[src/rtl/mem_pkg.sv]
// Shared encodings for the memory-access stage: access sizes, FSM states
// and the default bus timeout.
package mem_pkg;

  localparam logic [1:0] SIZE_BYTE = 2'b00;
  localparam logic [1:0] SIZE_HALF = 2'b01;
  localparam logic [1:0] SIZE_WORD = 2'b10;

  localparam int TIMEOUT_DEFAULT = 16;

  typedef enum logic [1:0] {
    IDLE = 2'b00,
    WAIT = 2'b01,
    RESP = 2'b10
  } state_e;

endpackage

[src/rtl/mem_access_stage_if.sv]
// Request/acknowledge data-memory bus between the MEM stage (master) and
// the data memory (slave).
interface mem_access_stage_if;
  logic        mem_req;
  logic        mem_we;
  logic [31:0] mem_addr;
  logic [31:0] mem_wdata;
  logic [3:0]  mem_be;
  logic [31:0] mem_rdata;
  logic        mem_ack;

  modport master (
    output mem_req, mem_we, mem_addr, mem_wdata, mem_be,
    input  mem_rdata, mem_ack
  );

  modport slave (
    input  mem_req, mem_we, mem_addr, mem_wdata, mem_be,
    output mem_rdata, mem_ack
  );
endinterface

[src/rtl/mem_lane_align.sv]
// Little-endian lane steering for both directions: byte enables and
// replicated store data out, aligned and extended load data in.
module mem_lane_align
  import mem_pkg::*;
(
  input  logic [1:0]  size,
  input  logic [1:0]  addr_lo,
  input  logic        sign_ext,
  input  logic [31:0] rdata,
  input  logic [31:0] wdata,
  output logic [3:0]  be,
  output logic [31:0] wdata_rep,
  output logic [31:0] load_ext
);

  logic [7:0]  byte_s;
  logic [15:0] half_s;

  // Select lanes and extend according to access size
  always_comb begin
    be        = 4'b1111;
    wdata_rep = wdata;
    load_ext  = rdata;
    byte_s    = rdata[{addr_lo, 3'b000} +: 8];
    half_s    = addr_lo[1] ? rdata[31:16] : rdata[15:0];
    case (size)
      SIZE_BYTE: begin
        be        = 4'b0001 << addr_lo;
        wdata_rep = {4{wdata[7:0]}};
        load_ext  = {{24{sign_ext & byte_s[7]}}, byte_s};
      end
      SIZE_HALF: begin
        be        = addr_lo[1] ? 4'b1100 : 4'b0011;
        wdata_rep = {2{wdata[15:0]}};
        load_ext  = {{16{sign_ext & half_s[15]}}, half_s};
      end
      default: begin
        be        = 4'b1111;
        wdata_rep = wdata;
        load_ext  = rdata;
      end
    endcase
  end

endmodule

[src/rtl/mem_access_stage.sv]
// MEM pipeline stage: passes ALU results straight through and runs byte,
// halfword and word accesses over the data bus, stalling upstream meanwhile.
module mem_access_stage
  import mem_pkg::*;
#(
  parameter int TIMEOUT = TIMEOUT_DEFAULT
) (
  input  logic        clk,
  input  logic        rst_n,
  input  logic        in_valid,
  input  logic        in_load,
  input  logic        in_store,
  input  logic [1:0]  in_size,
  input  logic        in_signed,
  input  logic [31:0] in_addr,
  input  logic [31:0] in_wdata,
  input  logic [3:0]  in_rd,
  input  logic        in_rf_en,
  output logic        stall,
  mem_access_stage_if.master bus,
  output logic [31:0] load_data,
  output logic [31:0] nonload_data,
  output logic [3:0]  rd_out,
  output logic        load_inst,
  output logic        rf_en_out,
  output logic        abort
);

  localparam int CW = (TIMEOUT > 1) ? $clog2(TIMEOUT) : 1;

  state_e        state_q, state_d;
  logic [31:0]   addr_q, addr_d;
  logic [1:0]    size_q, size_d;
  logic          signed_q, signed_d;
  logic [31:0]   wdata_q, wdata_d;
  logic [3:0]    rd_q, rd_d;
  logic          rf_en_q, rf_en_d;
  logic          load_q, load_d;
  logic [31:0]   rdata_q, rdata_d;
  logic          abort_q, abort_d;
  logic [CW-1:0] wait_cnt_q, wait_cnt_d;

  logic          mem_op_s;
  logic [3:0]    be_s;
  logic [31:0]   wdata_rep_s;
  logic [31:0]   load_ext_s;

  assign mem_op_s = in_valid & (in_load | in_store);

  mem_lane_align u_align (
    .size      (size_q),
    .addr_lo   (addr_q[1:0]),
    .sign_ext  (signed_q),
    .rdata     (rdata_q),
    .wdata     (wdata_q),
    .be        (be_s),
    .wdata_rep (wdata_rep_s),
    .load_ext  (load_ext_s)
  );

  // State and request registers
  always_ff @(posedge clk or negedge rst_n) begin
    if (!rst_n) begin
      state_q    <= IDLE;
      addr_q     <= 32'h0;
      size_q     <= 2'b00;
      signed_q   <= 1'b0;
      wdata_q    <= 32'h0;
      rd_q       <= 4'h0;
      rf_en_q    <= 1'b0;
      load_q     <= 1'b0;
      rdata_q    <= 32'h0;
      abort_q    <= 1'b0;
      wait_cnt_q <= '0;
    end else begin
      state_q    <= state_d;
      addr_q     <= addr_d;
      size_q     <= size_d;
      signed_q   <= signed_d;
      wdata_q    <= wdata_d;
      rd_q       <= rd_d;
      rf_en_q    <= rf_en_d;
      load_q     <= load_d;
      rdata_q    <= rdata_d;
      abort_q    <= abort_d;
      wait_cnt_q <= wait_cnt_d;
    end
  end

  // Next-state logic; a load+store op is handled as a load
  always_comb begin
    state_d    = state_q;
    addr_d     = addr_q;
    size_d     = size_q;
    signed_d   = signed_q;
    wdata_d    = wdata_q;
    rd_d       = rd_q;
    rf_en_d    = rf_en_q;
    load_d     = load_q;
    rdata_d    = rdata_q;
    abort_d    = abort_q;
    wait_cnt_d = wait_cnt_q;
    case (state_q)
      IDLE: begin
        if (mem_op_s) begin
          addr_d     = in_addr;
          size_d     = in_size;
          signed_d   = in_signed;
          wdata_d    = in_wdata;
          rd_d       = in_rd;
          rf_en_d    = in_rf_en;
          load_d     = in_load;
          rdata_d    = 32'h0;
          abort_d    = 1'b0;
          wait_cnt_d = '0;
          state_d    = WAIT;
        end else begin
          state_d = IDLE;
        end
      end
      WAIT: begin
        if (bus.mem_ack) begin
          rdata_d = bus.mem_rdata;
          state_d = RESP;
        end else if (wait_cnt_q == CW'(TIMEOUT - 1)) begin
          abort_d = 1'b1;
          state_d = RESP;
        end else begin
          wait_cnt_d = wait_cnt_q + CW'(1);
        end
      end
      RESP: begin
        abort_d = 1'b0;
        state_d = IDLE;
      end
      default: state_d = IDLE;
    endcase
  end

  // Stage outputs and bus drive; everything defaults to a quiet bubble
  always_comb begin
    stall         = 1'b0;
    bus.mem_req   = 1'b0;
    bus.mem_we    = 1'b0;
    bus.mem_addr  = 32'h0;
    bus.mem_wdata = 32'h0;
    bus.mem_be    = 4'h0;
    load_data     = 32'h0;
    nonload_data  = 32'h0;
    rd_out        = 4'h0;
    load_inst     = 1'b0;
    rf_en_out     = 1'b0;
    abort         = 1'b0;
    case (state_q)
      IDLE: begin
        if (mem_op_s) begin
          stall = 1'b1;
        end else begin
          nonload_data = in_valid ? in_addr : 32'h0;
          rd_out       = in_valid ? in_rd : 4'h0;
          rf_en_out    = in_valid & in_rf_en;
        end
      end
      WAIT: begin
        stall         = 1'b1;
        bus.mem_req   = 1'b1;
        bus.mem_we    = ~load_q;
        bus.mem_addr  = {addr_q[31:2], 2'b00};
        bus.mem_wdata = wdata_rep_s;
        bus.mem_be    = be_s;
      end
      RESP: begin
        nonload_data = addr_q;
        rd_out       = rd_q;
        load_inst    = load_q;
        load_data    = (load_q & ~abort_q) ? load_ext_s : 32'h0;
        rf_en_out    = rf_en_q & ~abort_q;
        abort        = abort_q;
      end
      default: stall = 1'b0;
    endcase
  end

endmodule

[src/flat_wrapper.sv]
// flat-port wrapper written by rule: the top's interface ports become plain ports
module mem_access_stage_flat import mem_pkg::*;
#(
  parameter int TIMEOUT = TIMEOUT_DEFAULT
)
  (clk, rst_n, in_valid, in_load, in_store, in_size, in_signed, in_addr, in_wdata, in_rd, in_rf_en, stall, load_data, nonload_data, rd_out, load_inst, rf_en_out, abort, bus_mem_req, bus_mem_we, bus_mem_addr, bus_mem_wdata, bus_mem_be, bus_mem_rdata, bus_mem_ack);
  mem_access_stage_if bus_i ();
  input  logic clk;
  input  logic rst_n;
  input  logic in_valid;
  input  logic in_load;
  input  logic in_store;
  input  logic [1:0] in_size;
  input  logic in_signed;
  input  logic [31:0] in_addr;
  input  logic [31:0] in_wdata;
  input  logic [3:0] in_rd;
  input  logic in_rf_en;
  output logic stall;
  output logic [31:0] load_data;
  output logic [31:0] nonload_data;
  output logic [3:0] rd_out;
  output logic load_inst;
  output logic rf_en_out;
  output logic abort;
  output wire logic [$bits(bus_i.mem_req)-1:0] bus_mem_req;
  output wire logic [$bits(bus_i.mem_we)-1:0] bus_mem_we;
  output wire logic [$bits(bus_i.mem_addr)-1:0] bus_mem_addr;
  output wire logic [$bits(bus_i.mem_wdata)-1:0] bus_mem_wdata;
  output wire logic [$bits(bus_i.mem_be)-1:0] bus_mem_be;
  input wire logic [$bits(bus_i.mem_rdata)-1:0] bus_mem_rdata;
  input wire logic [$bits(bus_i.mem_ack)-1:0] bus_mem_ack;
  assign bus_mem_req = bus_i.mem_req;
  assign bus_mem_we = bus_i.mem_we;
  assign bus_mem_addr = bus_i.mem_addr;
  assign bus_mem_wdata = bus_i.mem_wdata;
  assign bus_mem_be = bus_i.mem_be;
  assign bus_i.mem_rdata = bus_mem_rdata;
  assign bus_i.mem_ack = bus_mem_ack;
  mem_access_stage #(.TIMEOUT(TIMEOUT)) u_core (.clk(clk), .rst_n(rst_n), .in_valid(in_valid), .in_load(in_load), .in_store(in_store), .in_size(in_size), .in_signed(in_signed), .in_addr(in_addr), .in_wdata(in_wdata), .in_rd(in_rd), .in_rf_en(in_rf_en), .stall(stall), .bus(bus_i), .load_data(load_data), .nonload_data(nonload_data), .rd_out(rd_out), .load_inst(load_inst), .rf_en_out(rf_en_out), .abort(abort));
endmodule
[config.mk]
export PLATFORM = sky130hd
export DESIGN_NAME = mem_access_stage_flat
export DESIGN_NICKNAME = d
export VERILOG_FILES = /design/src/rtl/mem_pkg.sv /design/src/rtl/mem_access_stage_if.sv /design/src/rtl/mem_lane_align.sv /design/src/rtl/mem_access_stage.sv /design/src/flat_wrapper.sv
export SDC_FILE = /design/constraint.sdc
export NUM_CORES = 1
export LEC_CHECK = 0
export CAP_MARGIN = 15
export CORE_MARGIN = 4
export CORE_UTILIZATION = 47
export CTS_CLUSTER_DIAMETER = 150
export DETAILED_ROUTE_END_ITERATION = 8
export MAX_ROUTING_LAYER = met4
export PLACE_DENSITY = 0.93
export SYNTH_ARGS = -nofsm -noshare
export SYNTH_HDL_FRONTEND = slang
export SYNTH_SLANG_ARGS = --single-unit
[constraint.sdc]
create_clock -name clk -period 5.1 [get_ports clk]
set_input_delay 1.02 -clock clk [delete_from_list [all_inputs] [get_ports clk]]
set_output_delay 1.02 -clock clk [all_outputs]
set_load 0.05 [all_outputs]
### After elaboration in Yosys (flattened, before gate mapping)

Cells that the tools add are included.

* register bits: 112
* input bits: 110
* output and inout port bits: 142
* word-level logic and storage cells: 80

* add/subtract/negate cells: 1
* equal/unequal tests: 10
* shift-type cells: 2
* mux-type cells: 39
* bitwise gates (word level): 9
* reduce and logical (&&, ||, !) cells: 8

Operators by type and width (count)
* 32-bit two-way mux: 8
* 32-bit one-hot mux with 2 select lines: 4
* 32-bit by 6-bit variable part select with 8-bit output: 1
* 4-bit two-way mux: 7
* 4-bit one-hot mux with 2 select lines: 3
* 16-bit two-way mux: 1
* 1-bit two-way mux: 10
* 4-bit AND reduction: 2
* 1-bit bitwise AND: 6
* 2-bit != test, second input constant: 3
* 4-bit by 1-bit adder with 4-bit output, second input constant: 1
* 2-bit by 1-bit == test with 1-bit output, second input constant: 2
* 4-bit == test, second input constant: 1
* 2-bit logical NOT: 2
* 2-bit two-way mux: 2
* 2-bit by 1-bit != test with 1-bit output, second input constant: 2
* 1-bit one-hot mux with 2 select lines: 2
* 2-bit one-hot mux with 2 select lines: 1
* 1-bit by 2-bit << shifter with 4-bit output, first input constant: 1
* 3-bit by 2-bit != test with 1-bit output, second input constant: 1
* 1-bit one-hot mux with 3 select lines: 1
* 3-bit AND reduction: 1
* 3-bit nonzero test: 1
* 2-bit == test, second input constant: 1
* 4 further kinds: 5

### Logic depth before layout (Yosys ltp)

Gate-level depths: netlist of run 1.

* depth in word-level cells: 5
* mapped depth: 7
* depth with buffers taken out: 5

### Modules after synthesis

A second synthesis of run 1 with hierarchy kept.

* cells, all modules: 672
* area total of the unflattened synthesis: 7160.6 µm²

By module, submodules not included
* mem_access_stage: instances 1, cells each 501, area each 5883.1 µm², sequential area each 2802.7 µm²
* mem_lane_align: instances 1, cells each 171, area each 1277.5 µm², sequential area each 0.0 µm²

### Worst setup path after synthesis of run 1

Ideal clock, no wire load.

* kind: reg2out
* start point: reg u_core.addr_q[1]
* end point: out load_data[7]
* arrival time: 3.397 ns
* setup slack: 0.683 ns
* cell stages (with the launch flop): 7
* buffers on the path: 2
* cell sequence: dfrtp_1 -> buf_4 -> inv_1 -> buf_2 -> mux2i_1 -> nor2_1 -> a2111oi_0

* longest elaborated chain between the ends: 4
* elaborated cells on any way between the ends: 5

RTL lines
* start: declaration: RTL line mem_access_stage.sv:32 `logic [31:0] addr_q, addr_d;`
* start signal: assignment: RTL line mem_access_stage.sv:77 `addr_q <= addr_d;`
* 32-bit by 6-bit variable part select with 8-bit output or 16-bit two-way mux (tied branches): RTL line mem_lane_align.sv:24, mem_lane_align.sv:25
* 32-bit one-hot mux with 2 select lines (*): RTL line mem_lane_align.sv:26 `case (size)`
* 32-bit two-way mux (*): RTL line mem_access_stage.sv:176 `load_data = (load_q & ~abort_q) ? load_ext_s : 32'h0;`
* 32-bit two-way mux (*): RTL line mem_access_stage.sv:154 `case (state_q)`
* end: declaration: RTL line flat_wrapper.sv:20 `output logic [31:0] load_data;`

Every way passes the cells marked *; elsewhere a longest branch is shown, timed or not.

### Worst setup path after layout of run 1

* start point: in in_load
* end point: out nonload_data[1]

* longest elaborated chain between the ends: 4

RTL lines
* start: declaration: RTL line flat_wrapper.sv:11 `input logic in_load;`
* 1-bit OR: RTL line mem_access_stage.sv:48 `assign mem_op_s = in_valid & (in_load | in_store);`
* 1-bit bitwise AND: RTL line mem_access_stage.sv:48
* 32-bit two-way mux: RTL line mem_access_stage.sv:156 `if (mem_op_s) begin`
* 32-bit one-hot mux with 2 select lines: RTL line mem_access_stage.sv:154
* end: declaration: RTL line flat_wrapper.sv:21 `output logic [31:0] nonload_data;`

No other way between the ends.

==> summary.txt, run 1 <==
Outcome
  • Status: complete, no violations

Layout
  • Finished Layout Cells: 1116
  • Most common cell after layout, fill and taps aside: nand2_1
  • Share of layout cells above drive strength 1: 5.20%
  • Commonest non-fill, non-tap cells in the layout: 270 x nand2_1, 248 x clkdlybuf4s50_1, 112 x dfrtp_1
  • Net count, final: 1048
  • Layout area overhead: 47.9%
  • Final Util: 71.0%

Timing
  • Achievable Freq: 233 MHz
  • Final setup viols: 0
  • Relative slew slack: 37.7%
  • Worst setup margin: 799 ps
  • Setup TNS: 0 ps
  • Layout Skew: 4.75 ps
  • Final Hold Vio Count: 0
  • Slew Limit Fails: 0
  • Actual slew at the worst max-slew pin: 929 ps
  • Final period util: 84.3%
  • Tmin final: 4300 ps
  • RSZ-0062 raised after global routing: no

Detailed routing
  • Initial DRC Count: 863
  • WL final: 20.2 mm
  • WL/cell: 18.1 um
  • Routed via count: 6144
  • DR vias/cell: 5.51
  • DRC: 0
  • DRT Pass-1 Iters: 6
  • Final ANT Viol Nets: 0

Clock tree
  • Clock tree sinks: 112
  • H-tree depth: 3
  • Max clock buf depth: 2
  • CTS root buf: clkbuf_16
  • Post-CTS sizing: 0
  • # Post-CTS Setup Buffers: 0
  • Clock Pin Slew Worst Setup and Hold Paths: 70 ps
  • Post-CTS Hold Buffers: 0
  • Worst-Skew Late Latency: 350 ps
  • TritonCTS Buffers: 9
  • TritonCTS clock tree: built

GRT
  • GRT overflow: 0
  • First-pass GRT wire length: 31.0 mm
  • Largest net degree at the start of global routing: 58
  • Initial antenna violation count: 2
  • Vias in the first global route: 5905
  • Total Routing Usage GR: 27.4%

Critical path
  • Depth of the most critical reg-to-reg path: 5
  • Crit path DAT: 3280 ps
  • Worst setup path end: nonload_data[1]
  • R2r endpoint: u_core.rdata_q[20]
  • Reg2reg start: u_core.state_q[0]
  • R2r setup slk: 2310 ps
  • Setup crit start: in_load
  • Crit start category: primary input
  • CP required: 4080 ps
  • CP Max Fanout: 28
  • Worst Setup Path Type: primary input to output pin
  • CP endpoint kind: output pin

Synthesis
  • Synth area leaders: dfrtp_1 46%, nand2_1 17%, a22o_1 11%, and2_1 4.3%, mux2i_1 3.3%
  • Synth Area in XOR/XNOR: 0%
  • Post-synth cell types: 41
  • Synth Area in Adders: 0.206%
  • Seq/Total Area, Yosys: 46.2%
  • Post-Syn Instances: 720
  • Syn_area_per_cell: 8.42 um2
  • Synth Area in Compound Gates: 17.0%
  • Simple-gate share of the synthesized area: 26.9%
  • Synth area leader: dfrtp_1
  • Yosys top cell area share: 46.2%
  • Main combinational cell family by area after synthesis: simple AND/OR/NAND/NOR gates
  • Mapped cell area: 6060 um2
  • YS warnings: 0
  • Mux share of post-synthesis cell area: 4.85%
  • FF+latch count, synth: 112

Die
  • Total Die Area: 14800 um2
  • Height of the die: 122 um
  • Core Region: 12600 um2
  • Die X: 122 um
  • Row count: 41
  • Initial Util: 48.0%
  • Top-level I/O count: 252

Power and ir drop
  • Power Dens Cells: 453 nW/um2
  • P_leak: 0.00411 uW
  • Worst vdd ir: 0.000261 V
  • Total power: 4060 uW

Placed design
  • Post-Place Worst Slack: 816 ps
  • Placed Cells: 1097
  • HPWL after detailed placement: 14.6 mm
  • Routability cong.: 0.921
  • IO Port Bufs: 249

Flow run
  • # Max-Cap Violations: 0

Worst hold path
  • Hold Crit Class: register to register
==> per-layer routing <==
layer / up-vias / global-route usage (%) / wire (um)
met1: 2922 / 34.6 / 8150
met4: 0 / 8.47 / 520
met3: 46 / 6.55 / 1630
met2: 318 / 44.1 / 9890
met5: - / - / 0
li1: 2858 / - / -
==> cell type report <==
cell class                 count  area [um2]
clock buffer                  13         270
inverter                       6        22.5
timing repair buffer         263        2620
tap                          172         215
sequential                   112        2800
fill                         956        3650
clock inverter                 3        47.5
multi-input combinational    545        2990
antenna                        2        5.00
==> worst min-delay path by stage <==
stage,start,to,slack [ps],cells past startpoint
6_report,u_core.wdata_q[19],u_core.wdata_q[19],480,2
2_1_floorplan,u_core.wdata_q[16],u_core.wdata_q[16],450,2
3_5_place_dp,u_core.wdata_q[19],u_core.wdata_q[19],460,2
3_3_place_gp,u_core.wdata_q[16],u_core.wdata_q[16],460,2
5_1_grt,rst_n,u_core.addr_q[10],490,1
4_1_cts,rst_n,u_core.addr_q[10],480,1
==> cell families (layout without fill, tap and decap cells) <==
family	after synthesis	in the layout
AOI/OAI and AO/OA	133	133
DFF	112	112
buffers and inverters	64	285
other	1	4
and+or+nand+nor	381	381
muxes	28	28
adders and majority gates	1	1
==> sequential cells by signal (all words and copies together) (netlist names) <==
| signal | flops |
|---|---|
| u_core.addr_q | 32 |
| u_core.rf_en_q | 1 |
| u_core.signed_q | 1 |
| u_core.wdata_q | 32 |
| u_core.abort_q | 1 |
| u_core.size_q | 2 |
| u_core.wait_cnt_q | 4 |
| u_core.rdata_q | 32 |
| u_core.state_q | 2 |
| u_core.load_q | 1 |
| u_core.rd_q | 4 |
==> critical path, cell delays in order <==
cell	delay [ps]
clkdlybuf4s50_1	440
nor2_1	120
nand2_1	90
nor3_4	350
buf_12	240
a22o_1	190
clkdlybuf4s50_1	810
==> through the flow <==
step                      cell area (um2)  hold slack (ps)
after floorplan                      6070              445
after global placement               8630              457
after detailed placement             8630              463
after CTS                            8950              481
after global routing                 8970              487
final                                8970              477
==> report_power, final <==
part	internal, uW	switching (uW)	total, uW
Clock	425	319	744
Combinational	696	1150	1850
Sequential	1160	310	1470
Total	2280	1780	4060
==> cell usage after synthesis <==
cell,n
buf_1,8
mux2_2,7
a222oi_1,7
or2_2,1
buf_2,20
conb_1,1
and3_4,1
nand3b_1,1
clkbuf_1,25
or3_4,1
dfrtp_1,112
or3_1,2
nand2b_1,3
and2_1,42
mux2_4,1
mux2i_1,20
ha_1,1
o21ai_1,2
nor2_4,1
nor3b_2,1
inv_1,6
nor3_1,4
nand3_1,4
nand2b_4,1
a21oi_1,29
a221oi_1,1
o31ai_4,1
o21ai_0,8
a2111oi_0,1
a32o_1,1
nor2_1,43
buf_6,2
a22o_1,75
nand2_1,270
nor2b_1,3
nand4bb_1,1
nor3_2,1
and3_1,1
buf_4,3
a22oi_1,7
o22ai_1,1
Note: power is estimated with default switching activity, not from simulation.
==> inputs of run 2 (changes only) <==
--- a/config.mk
+++ b/config.mk
@@ -7,11 +7,11 @@
 export LEC_CHECK = 0
 export CAP_MARGIN = 15
 export CORE_MARGIN = 4
-export CORE_UTILIZATION = 47
+export CORE_UTILIZATION = 39
 export CTS_CLUSTER_DIAMETER = 150
 export DETAILED_ROUTE_END_ITERATION = 8
 export MAX_ROUTING_LAYER = met4
-export PLACE_DENSITY = 0.93
+export PLACE_DENSITY = 0.83
 export SYNTH_ARGS = -nofsm -noshare
 export SYNTH_HDL_FRONTEND = slang
 export SYNTH_SLANG_ARGS = --single-unit
==> constraint.sdc (replaced) <==
create_clock -name clk -period 3.5 [get_ports clk]
set_input_delay 0.7 -clock clk [delete_from_list [all_inputs] [get_ports clk]]
set_output_delay 0.7 -clock clk [all_outputs]
set_load 0.05 [all_outputs]
==> summary.txt, run 2 (synthesis results as in run 1) <==
Outcome
  • Status: complete, no violations

GRT
  • Vias in the first global route: 6109
  • Routing usage on met3: 4.18%
  • GRT busiest layer: met2
  • GR Util met1: 31.8%
  • First-pass GRT wire length: 34.1 mm
  • GRT overflow: 0
  • Initial antenna violation count: 0
  • M2 GR Usage: 40.0%
  • Largest net degree at the start of global routing: 65
  • Total Routing Usage GR: 24.7%

Timing
  • Relative slew slack: 45.1%
  • Actual slew at the worst max-slew pin: 823 ps
  • Achievable Freq: 304 MHz
  • Slew Limit Fails: 0
  • Final period util: 93.9%
  • Final Hold Vio Count: 0
  • Fin Hold WS: 376 ps
  • RSZ-0062 raised after global routing: no
  • Final setup viols: 0
  • Layout Skew: 9.18 ps
  • Setup TNS: 0 ps
  • Tmin final: 3290 ps

Layout
  • Layout area overhead: 64.0%
  • Commonest non-fill, non-tap cells in the layout: 270 x nand2_1, 127 x clkdlybuf4s50_1, 112 x dfrtp_1
  • Share of layout cells above drive strength 1: 18.0%
  • Final Util: 65.4%
  • Most common cell after layout, fill and taps aside: nand2_1
  • Top flop regs: u_core.addr_q: 32 flops, u_core.rdata_q: 32 flops, u_core.wdata_q: 32 flops
  • Fillers: 1153
  • Storage element area: 2800 um2
  • Net count, final: 1050
  • Finished Layout Cells: 1131
  • Ant. Diodes: 0
  • Multi-input logic area: 2990 um2

Clock tree
  • TritonCTS Buffers: 9
  • Clock Pin Slew Worst Setup and Hold Paths: 70 ps
  • # Post-CTS Setup Buffers: 0
  • Max clock buf depth: 2
  • Post-CTS sizing: 0
  • Post-CTS Hold Buffers: 0
  • Worst-Skew Late Latency: 350 ps
  • TritonCTS clock tree: built
  • H-tree depth: 3
  • Clock tree sinks: 112
  • CTS root buf: clkbuf_16

Die
  • Top-level I/O count: 252
  • Height of the die: 133 um
  • Total Die Area: 17600 um2
  • Initial Util: 39.9%
  • Die X: 133 um
  • Row count: 45
  • Core Region: 15200 um2

Critical path
  • Crit path DAT: 2590 ps
  • Worst Setup Path Type: register to output pin
  • Number of buffers and inverters on the critical path: 1
  • Crit-path max cell delay: 750 ps
  • CP required: 2800 ps
  • Critical path's slowest cell: dfrtp_1
  • Crit path cell chain: mux2_4 -> and3_4 -> o31ai_4 -> nand2_1 -> buf_4
  • Cell family with most CP delay: flip-flops
  • Crit start category: register
  • CP Max Fanout: 17
  • CP endpoint kind: output pin

Detailed routing
  • DRC: 0
  • WL final: 21.4 mm
  • DRT Pass-1 Iters: 5
  • DR vias/cell: 5.50
  • Initial DRC Count: 481
  • Routed via count: 6217
  • WL/cell: 18.9 um
  • Final ANT Viol Nets: 0

Placed design
  • IO Port Bufs: 249
  • Routability cong.: 0.924
  • HPWL after detailed placement: 15.8 mm
  • Placed Cells: 1116

Power and ir drop
  • Worst vdd ir: 0.000300 V
  • P_leak: 0.00463 uW
  • Power Dens Cells: 631 nW/um2

Worst hold path
  • Hold Crit Class: primary input to asynchronous set/reset pin

Flow run
  • # Max-Cap Violations: 0
run 2: through the flow:
stage                     worst slack (ps)  power, uW  area, um2
after floorplan                       75.1       3870       6070
after global placement                 575       5230       9670
after detailed placement               534       5300       9670
after CTS                              211       6290       9950
after global routing                  58.4       6590       9950
final                                  212       6280       9950
run 2: path summary, 6_finish.rpt:
kind                                     from                 end  slack (ps)  depth (start not counted)
max                          u_core.addr_q[1]       load_data[29]         210                          5
min                                     rst_n    u_core.addr_q[2]         380                          1
max reg2reg                 u_core.state_q[1]   u_core.rdata_q[0]        1100                          6
min reg2reg                u_core.wdata_q[17]  u_core.wdata_q[17]         480                          2
max in group asynchronous               rst_n  u_core.wdata_q[15]        2350                          2
min in group clk           u_core.wdata_q[17]  u_core.wdata_q[17]         480                          2
run 2: worst reg2reg max path: stages, from the launching register on:
cell and delay (ps):
dfrtp_1 560, nand2b_4 460, inv_1 260, buf_4 290
and2_1 200, buf_4 240, a22o_1 290
run 2: power breakdown:
group / total (uW) / internal, uW / switching (uW)
sequential: 2150 / 1690 / 464
combinational: 3140 / 1360 / 1780
clock: 980 / 520 / 460
total: 6280 / 3570 / 2700
run 2: routing by layer:
layer / vias to the layer above / part of all wire [%] / wire length (um)
met3: 45 / 6.9 / 1480
met4: 0 / 2.5 / 527
met2: 313 / 49 / 10600
met5: - / 0 / 0
li1: 2843 / - / -
met1: 3016 / 41 / 8850
run 2: layout make-up:
cell class | count | share of cell area (%)
flip-flops and latches | 112 | 28.2
clock buffers | 13 | 2.62
inverters | 6 | 0.226
well taps | 188 | 2.37
clock inverters | 2 | 0.151
repair buffers | 265 | 36.4
multi-input cells | 545 | 30.1
==> patch: new RTL, flow settings as in run 2 <==
`TIMEOUT_DEFAULT`: 16 -> 32.
--- a/src/rtl/mem_pkg.sv
+++ b/src/rtl/mem_pkg.sv
@@ -7,5 +7,5 @@
   localparam logic [1:0] SIZE_WORD = 2'b10;
 
-  localparam int TIMEOUT_DEFAULT = 16;
+  localparam int TIMEOUT_DEFAULT = 32;
 
   typedef enum logic [1:0] {
Formal check against the unedited RTL: same outputs for any inputs over 4 cycles, from zero or initial values and one cycle with rst_n low; that may be too few to reach the edited logic, so the function may still have changed.
==> patch against run 2 <==
  * Sequential share of layout area grew 1.1 points
  * Area after synthesis grew 2.3%
  * Worst setup slack lost 0.051 ns
  * Total power grew 13%
  * Sequential cell count grew 1
  * Routed wire length shrank 6.8%
  * Final area shrank 2.9%
  * Clock skew grew 0.0024 ns
  * Global-route usage shrank 2.4 points
  * Critical endpoint is now bus_mem_wdata[25]
==> patch: results (changes against run 2) <==
status: "complete, no violations"
reg2reg_to: "u_core.rdata_q[11]$_DFFE_PN0P_"
routabilityCongestion: 0.8858  # -4.1%
ys.flop_type: "dfrtp_1"
synthCells: 574  # -20%
fin_nets: 920  # -12%
drive_above_1_share_pct: 31.91  # +14 points
vias: 5483  # -12%
crit_fanout: 19  # +2
grt_antenna_before_repair: 1  # +1
synth_xor_area_share_pct: 0.2824  # +0.28 points
clock_skew_ns: 0.01157  # +0.002392 ns
clk_latency_ns: 0.42  # +0.07 ns
peakVddDrop_v: 0.0005040  # +68%
synth_compound_area_share_pct: 18.68  # +1.7 points
htreeDepth: 4  # +1
grt_pass1_vias: 5569  # -8.8%
grt_max_degree: 68  # +4.6%
placedCellCount: 1000  # -10%
holdWs_ns: 0.2947  # -0.08147 ns
drt_iter0_drc: 429  # -11%
rrSetupSlack_ns: 0.99  # -0.11 ns
yosys.area_share.adder_pct: 0.4034  # +0.20 points
synth_area_leaders: "dfrtp_1, mux2_2, a22o_1"
ys_seq_area_share_pct: 45.58  # -0.64 points
tightest_slew_ns: 0.9037  # +0.08039 ns
portBuffers: 249  # unchanged
wl_per_cell_um: 19.32  # +2.1%
cts-root-buf: "clkbuf_16"
track_usage_pct: 22.32  # -2.4 points
grt_pass1_wl_um: 30420  # -11%
worstPathArrival_ns: 2.64  # +0.05 ns
synth_mux_area_share_pct: 17.47  # +13 points
hpwlAfterDp_um: 14320  # -9.5%
synthTopCellsByCount: "dfrtp_1, mux2_2, a22o_1"
power.leakage_nw: 4.178  # -9.7%
numCtsBuffers: 17  # +8
patch: kinds of logic after synthesis:
logic type | after synthesis
AOI/OAI and AO/OA | 155
xor gates and xnor gates | 2
adders and majority gates | 2
buffers and inverters | 69
DFF | 113
muxes | 98
other | 1
and+or+nand+nor | 134
patch: final cells by class:
class                      count  area, µm²
multi-input combinational    393       2984
clock inverter                13      137.6
sequential                   113       2831
timing repair buffer         263       2908
antenna                        1      2.502
fill                        1213       5715
inverter                      20      75.07
tap                          211      264.0
clock buffer                  19      452.9
patch: per-layer routing:
layer | track usage (%) | share of wire [%] | up-vias
li1 | - | - | 2537
met1 | 26.67 | 40 | 2676
met2 | 36.36 | 51 | 235
met3 | 6.077 | 7.1 | 35
met4 | 8.258 | 2.2 | 0
met5 | - | 0 | -
patch: how the worst max path moves through the flow:
stage / slack, ns / depth (start not counted) / start / to
after floorplan: 0.62 / 4 / u_core.addr_q[1]$_DFFE_PN0P_ / load_data[7]
after global placement: 0.58 / 5 / in_load / nonload_data[30]
after detailed placement: 0.57 / 5 / in_load / nonload_data[30]
after CTS: 0.13 / 5 / u_core.size_q[0]$_DFFE_PN0P_ / bus_mem_wdata[27]
after global routing: 0.02 / 5 / u_core.size_q[0]$_DFFE_PN0P_ / bus_mem_wdata[25]
final: 0.16 / 5 / u_core.size_q[0]$_DFFE_PN0P_ / bus_mem_wdata[25]
patch: timing repair:
action / CTS / global route
hold buffers: 0 / 0
gates resized for setup: 0 / 1
setup endpoints to repair: 0 / 2
patch: through the flow:
| stage | area, µm² | power [W] | utilization (%) | worst slack, ns |
|---|---|---|---|---|
| finish | 9656 | 0.007070 | 62.82 | 0.1617 |
| CTS | 9651 | 0.007107 | 62.78 | 0.1297 |
| floorplan | 6207 | 0.004234 | - | 0.6210 |
| global route | 9656 | 0.007415 | 62.82 | 0.01647 |
| detailed placement | 9060 | 0.005355 | 58.94 | 0.5688 |
| global placement | 9060 | 0.005301 | 58.94 | 0.5814 |
patch: critical path: stages, from the launching register on:
cell	delay, ns
dfrtp_1	0.93
mux2i_1	0.17
nor2_1	0.13
a21oi_1	0.05
nor2_1	0.13
clkdlybuf4s50_1	0.81
patch: report_power, final:
group	leakage [nW]	total, W	switching, W	internal [W]
logic	2.52	0.00313	0.00179	0.00133
clock network	0.273	0.00172	0.000635	0.00108
registers	1.38	0.00223	0.000500	0.00172
